[src/rtl/pll_drp_pkg.sv]
// Shared types and field layout for the PLL DRP reconfiguration sequencer.
// A stored entry is {addr[6:0], mask[15:0], data[15:0]}.
package pll_drp_pkg;

   typedef enum logic [2:0] {
      WAIT_LOCK,
      WAIT_SEN,
      READ,
      WAIT_R,
      WRITE,
      WAIT_W,
      RELEASE
   } state_t;

   localparam int ADDR_W   = 7;
   localparam int DATA_W   = 16;
   localparam int ENTRY_W  = 39;
   localparam int DATA_LSB = 0;
   localparam int MASK_LSB = 16;
   localparam int ADDR_LSB = 32;

endpackage

[src/rtl/pll_drp_rom.sv]
// Combinational lookup of one reconfiguration entry from the two stored sets,
// split into DRP address, keep-mask and new data.
module pll_drp_rom
   import pll_drp_pkg::*;
#(
   parameter int                           ENTRIES  = 4,
   parameter int                           IDX_W    = 2,
   parameter logic [ENTRIES*ENTRY_W-1:0]   SET0_ROM = '0,
   parameter logic [ENTRIES*ENTRY_W-1:0]   SET1_ROM = '0
) (
   input  logic              sel,
   input  logic [IDX_W-1:0]  idx,
   output logic [ADDR_W-1:0] addr,
   output logic [DATA_W-1:0] mask,
   output logic [DATA_W-1:0] data
);

   logic [ENTRY_W-1:0] entry;

   // Index compare per entry keeps every part-select constant, so non-power-of-two
   // ENTRIES never reads past the end of the ROM.
   always_comb begin
      entry = '0;
      for (int i = 0; i < ENTRIES; i++) begin
         if (idx == IDX_W'(i)) begin
            entry = sel ? SET1_ROM[i*ENTRY_W +: ENTRY_W] : SET0_ROM[i*ENTRY_W +: ENTRY_W];
         end
      end
   end

   assign addr = entry[ADDR_LSB +: ADDR_W];
   assign mask = entry[MASK_LSB +: DATA_W];
   assign data = entry[DATA_LSB +: DATA_W];

endmodule

[src/rtl/pll_drp_sequencer.sv]
// DRP master: holds the PLL in reset, read-modify-writes ENTRIES registers from
// the selected set, releases reset and reports completion once relocked.
module pll_drp_sequencer
   import pll_drp_pkg::*;
#(
   parameter int                           ENTRIES  = 4,
   parameter logic [ENTRIES*ENTRY_W-1:0]   SET0_ROM = '0,
   parameter logic [ENTRIES*ENTRY_W-1:0]   SET1_ROM = '0,
   parameter int                           TIMEOUT  = 255
) (
   input  logic              DCLK,
   input  logic              RST,
   input  logic              SSTEP,
   input  logic              SADDR,
   output logic              SRDY,
   output logic              ERR,
   output logic [ADDR_W-1:0] DADDR,
   output logic              DEN,
   output logic              DWE,
   output logic [DATA_W-1:0] DI,
   input  logic [DATA_W-1:0] DO,
   input  logic              DRDY,
   input  logic              LOCKED,
   output logic              PLL_RST
);

   localparam int         IDX_W = (ENTRIES > 1) ? $clog2(ENTRIES) : 1;
   localparam logic [7:0] TO_V  = 8'(TIMEOUT);

   state_t             state, state_d;
   logic [IDX_W-1:0]   idx, idx_d;
   logic               sel, sel_d;
   logic               busy, busy_d;
   logic [7:0]         cnt, cnt_d, cnt_inc;
   logic               srdy_d, err_d, den_d, dwe_d, pll_rst_d;
   logic [ADDR_W-1:0]  daddr_d;
   logic [DATA_W-1:0]  di_d;
   logic [ADDR_W-1:0]  e_addr;
   logic [DATA_W-1:0]  e_mask, e_data;

   // Mask bit 1 keeps the bit read back from the PLL.
   function automatic logic [DATA_W-1:0] rmw_merge(input logic [DATA_W-1:0] rd,
                                                   input logic [DATA_W-1:0] mask,
                                                   input logic [DATA_W-1:0] data);
      return (rd & mask) | (data & ~mask);
   endfunction

   // Looked up with next-cycle select/index so registered strobes carry the right entry.
   pll_drp_rom #(
      .ENTRIES  (ENTRIES),
      .IDX_W    (IDX_W),
      .SET0_ROM (SET0_ROM),
      .SET1_ROM (SET1_ROM)
   ) u_rom (
      .sel  (sel_d),
      .idx  (idx_d),
      .addr (e_addr),
      .mask (e_mask),
      .data (e_data)
   );

   assign cnt_inc = cnt + 8'd1;

   always_comb begin
      state_d   = state;
      idx_d     = idx;
      sel_d     = sel;
      busy_d    = busy;
      cnt_d     = cnt;
      srdy_d    = 1'b0;
      err_d     = ERR;
      pll_rst_d = PLL_RST;
      daddr_d   = DADDR;
      di_d      = DI;
      den_d     = 1'b0;
      dwe_d     = 1'b0;
      case (state)
         WAIT_LOCK: begin
            if (LOCKED) begin
               srdy_d  = busy;
               busy_d  = 1'b0;
               state_d = WAIT_SEN;
            end
         end
         WAIT_SEN: begin
            if (SSTEP) begin
               sel_d     = SADDR;
               idx_d     = '0;
               pll_rst_d = 1'b1;
               busy_d    = 1'b1;
               err_d     = 1'b0;
               state_d   = READ;
            end
         end
         READ: begin
            cnt_d   = '0;
            state_d = WAIT_R;
         end
         WAIT_R: begin
            if (DRDY) begin
               di_d    = rmw_merge(DO, e_mask, e_data);
               state_d = WRITE;
            end else if (cnt_inc == TO_V) begin
               err_d   = 1'b1;
               state_d = RELEASE;
            end else begin
               cnt_d = cnt_inc;
            end
         end
         WRITE: begin
            cnt_d   = '0;
            state_d = WAIT_W;
         end
         WAIT_W: begin
            if (DRDY) begin
               if (idx == IDX_W'(ENTRIES - 1)) begin
                  state_d = RELEASE;
               end else begin
                  idx_d   = idx + IDX_W'(1);
                  state_d = READ;
               end
            end else if (cnt_inc == TO_V) begin
               err_d   = 1'b1;
               state_d = RELEASE;
            end else begin
               cnt_d = cnt_inc;
            end
         end
         RELEASE: state_d = WAIT_LOCK;
         default: state_d = WAIT_LOCK;
      endcase

      // Strobes are registered, so they are raised on entry to the strobe state.
      if (state_d == READ || state_d == WRITE) begin
         den_d   = 1'b1;
         dwe_d   = (state_d == WRITE);
         daddr_d = e_addr;
      end
      if (state_d == RELEASE) begin
         pll_rst_d = 1'b0;
      end
   end

   always_ff @(posedge DCLK) begin
      if (RST) begin
         state   <= WAIT_LOCK;
         idx     <= '0;
         sel     <= 1'b0;
         busy    <= 1'b0;
         cnt     <= '0;
         SRDY    <= 1'b0;
         ERR     <= 1'b0;
         DADDR   <= '0;
         DEN     <= 1'b0;
         DWE     <= 1'b0;
         DI      <= '0;
         PLL_RST <= 1'b0;
      end else begin
         state   <= state_d;
         idx     <= idx_d;
         sel     <= sel_d;
         busy    <= busy_d;
         cnt     <= cnt_d;
         SRDY    <= srdy_d;
         ERR     <= err_d;
         DADDR   <= daddr_d;
         DEN     <= den_d;
         DWE     <= dwe_d;
         DI      <= di_d;
         PLL_RST <= pll_rst_d;
      end
   end

endmodule

[config.mk]
export PLATFORM = sky130hd
export DESIGN_NAME = pll_drp_sequencer
export DESIGN_NICKNAME = d
export VERILOG_FILES = /design/src/rtl/pll_drp_pkg.sv /design/src/rtl/pll_drp_rom.sv /design/src/rtl/pll_drp_sequencer.sv
export SDC_FILE = /design/constraint.sdc
export NUM_CORES = 1
export LEC_CHECK = 0
export CORE_MARGIN = 3
export CORE_UTILIZATION = 50
export DETAILED_ROUTE_END_ITERATION = 10
export DONT_BUFFER_PORTS = 1
export HOLD_SLACK_MARGIN = 0.06
export PLACE_DENSITY = 0.72
export SYNTH_ARGS = -nofsm -noshare
export SYNTH_HDL_FRONTEND = slang
export SYNTH_SLANG_ARGS = --single-unit
[constraint.sdc]
create_clock -name DCLK -period 3.7 [get_ports DCLK]
set_input_delay 0.74 -clock DCLK [delete_from_list [all_inputs] [get_ports DCLK]]
set_output_delay 0.74 -clock DCLK [all_outputs]
set_load 0.01 [all_outputs]
==> impl_metrics.yaml <==
layout:
  drive_gt1_share_pct: 6.79
  final_nets: 188
  areaGrowthSynthToFinish_pct: -5.32
  antenna_cells: 0
  finalInstanceArea_sq_um: 1220
  final_core_util_pct: 52.4
place:
  dp_slack_ns: 1.65
  placed_area_sq_um: 1200
  dp_hpwl_um: 1890
  gp_congestion: 0.849
  io_buffers: 0
routing:
  post_drt_via_cell_ratio: 5.74
  drc: 0
  ant_nets: 0
  drt_first_pass_iters: 4
  drt_wl_total_um: 2600
  drt_iter0_markers: 19
  avgRoutedWirePerCell_um: 13.7
  vias: 1090
worst_setup_path:
  cp-end-kind: "flip-flop"
  crit_arrival_ns: 2.26
  cp.required_ns: 3.89
  worstPathMaxFanout: 7
  setup.worst_path.start_class: "flip-flop"
  criticalPathCategory: "reg2reg"
floorplanning:
  initial_core_util_pct: 55.3
  io_pins: 50
  core_area_sq_um: 2340
  dieArea_sq_um: 3230
  rows: 17
  die_h_um: 56.9
  die_w_um: 56.9
clock_network:
  cts_hold_buf: 0
  cts_root_buf: "clkbuf_4"
  clock-sinks: 19
  cts.htree.levels: 1
  cts-buffers-inserted: 3
  cts_tree: "built"
  worstSkewPairLatency_ns: 0.31
  post_cts_resized: 0
  clkTransAtPathRegs_ns: 0.12
  cts_buffer_depth: 2
  post-cts-setup-buffer-count: 0
sta:
  fin_setup_tns_ns: 0
  setup_ws_ns: 1.63
  tightest_slew_ns: 0.692
  slew_headroom_pct: 53.7
  finClkSkew_ns: 0.00851
  rsz0062_at_grt: "no"
  fin_crit_sh_pct: 55.8
  hold_ws_ns: 0.484
  hold_viol_final: 0
  setup_viol: 0
  slew_violations: 0
  fmax_mhz: 484
  finalCriticalPeriod_ns: 2.07
logic_synthesis:
  yosysWarnings: 0
  syn_inst: 167
  synth-seq-cells: 19
  ys.flop_type: "dfxtp_1"
  yosysUniqueCellTypes: 43
  ys_seq_area_share_pct: 29.4
  synth_area_sq_um: 1290
  async_flop_share_pct: 0
  synth_area_per_cell_sq_um: 7.75
  synth_enable_flop_cells: 0
power:
  p_seq_share_pct: 57.9
  internal_power_mw: 0.269
  clockPowerShare_pct: 28.1
  ir_worst_vdd_mv: 0.186
  p_comb_share_pct: 13.9
  leakage_nw: 0.456
  switching_power_mw: 0.119
  power.density_nw_per_um2: 317
  p_sw_share_pct: 30.6
global_route:
  grt_pass1_wl_um: 4430
  grt_max_degree: 22
  antenna_found_initial: 0
  grt_use_total_pct: 17.1
  grt_pass1_vias: 964
  grt_overflow: 0
flow_run:
  drv_cap: 0
outcome:
  status: "finished clean"
min_path:
  worstHoldPathType: "in2reg"
-- power groups by stage --
stage / Combinational, mW / Clock [mW] / Sequential [mW]
after floorplan: 0.0757 / 0 / 0.219
after global placement: 0.0517 / 0 / 0.229
after detailed placement: 0.0522 / 0 / 0.229
after CTS: 0.0527 / 0.110 / 0.225
after global routing: 0.0611 / 0.117 / 0.227
final: 0.0541 / 0.109 / 0.225
-- registers in the layout (all words and copies together), names as in the netlist --
signal	flops
state	3
busy	1
idx	2
PLL_RST	1
SRDY	1
DEN	1
cnt	8
DWE	1
ERR	1
-- layout by cell type, fill, tap and decap left out, types with 4 or more instances in the layout --
cell | Yosys | routed
o21ai_0 | 5 | 5
conb_1 | 1 | 23
a21oi_1 | 13 | 13
nor2_1 | 15 | 15
nand4_1 | 5 | 5
a31oi_1 | 4 | 4
nand2_1 | 13 | 13
nor3_1 | 6 | 6
inv_1 | 5 | 5
o211ai_1 | 4 | 4
dfxtp_1 | 19 | 19
-- synth_stat cells (2+ instances only) --
library cell	count	area share, %
nand2_1	13	3.8
a211oi_1	2	1.2
nor4_1	2	0.97
o21ai_0	5	1.9
nand4_1	5	2.4
a21o_1	3	1.7
clkbuf_1	4	1.2
inv_1	5	1.5
a31o_2	2	1.4
o31ai_1	3	1.7
a31oi_1	4	1.9
ha_1	3	2.9
nor3_1	6	2.3
nor2_1	15	4.4
a21oi_1	13	5.0
buf_4	24	14
o21a_1	3	1.7
dfxtp_1	19	29
nand3_1	3	1.2
nor3b_1	2	1.2
nor2b_1	3	1.5
xnor2_1	2	1.4
o211ai_1	4	2.3
buf_1	2	0.58
or4_1	2	1.2
-- per-layer routing --
metal / global-route usage, % / vias to the layer above / part of all wire (%) / wire length (um)
li1: - / 549 / - / -
met1: 22.0 / 500 / 46 / 1200
met4: 7.95 / 0 / 2.1 / 55
met3: 3.68 / 6 / 5.9 / 152
met5: 0 / - / 0 / 0
met2: 27.1 / 35 / 46 / 1190
-- kinds of logic (layout without fill, tap and decap cells) --
| kind of cell | Yosys count | after routing | share of synthesized area (%) |
|---|---|---|---|
| adder cells (fa/ha/maj) | 3 | 3 | 2.90 |
| AND/OR/NAND/NOR | 58 | 58 | 23.4 |
| XOR/XNOR | 2 | 2 | 1.35 |
| AO/OA/AOI/OAI | 47 | 47 | 23.9 |
| multiplexers | 1 | 1 | 0.774 |
| flip-flops | 19 | 19 | 29.4 |
| buffers and inverters | 36 | 9 | 18.0 |
| other | 1 | 23 | 0.290 |
-- layout make-up --
cell class | count | area (sq um)
Tap cell | 28 | 35.0
Clock inverter | 1 | 5.00
Sequential cell | 19 | 380
Inverter | 5 | 18.8
Multi-Input combinational cell | 134 | 763
Clock buffer | 3 | 22.5
Fill cell | 238 | 1110
-- final timing paths --
check,from,endpoint,slack [ns],depth (start not counted)
max,cnt[1]$_SDFFE_PP0P_,DWE$_SDFF_PP0_,1.63,6
min,RST,state[0]$_SDFF_PP0_,0.48,1
max reg2reg,cnt[1]$_SDFFE_PP0P_,DWE$_SDFF_PP0_,1.63,6
min reg2reg,cnt[7]$_SDFFE_PP0P_,cnt[7]$_SDFFE_PP0P_,0.49,2
-- metrics by stage --
step | std cells | total power, mW
3_5_place_dp | 186 | 0.282
5_1_grt | 190 | 0.405
2_1_floorplan | 189 | 0.295
6_report | 190 | 0.388
4_1_cts | 190 | 0.387
3_3_place_gp | 186 | 0.281
-- critical path, stage by stage, from the launching register on --
cell and delay [ns]:
dfxtp_1 0.45, ha_1 0.29, nand3_1 0.15, o21a_1 0.23, o211a_1 0.30, o311ai_0 0.45, nor3b_1 0.09
(Power assumes the default switching activity.)
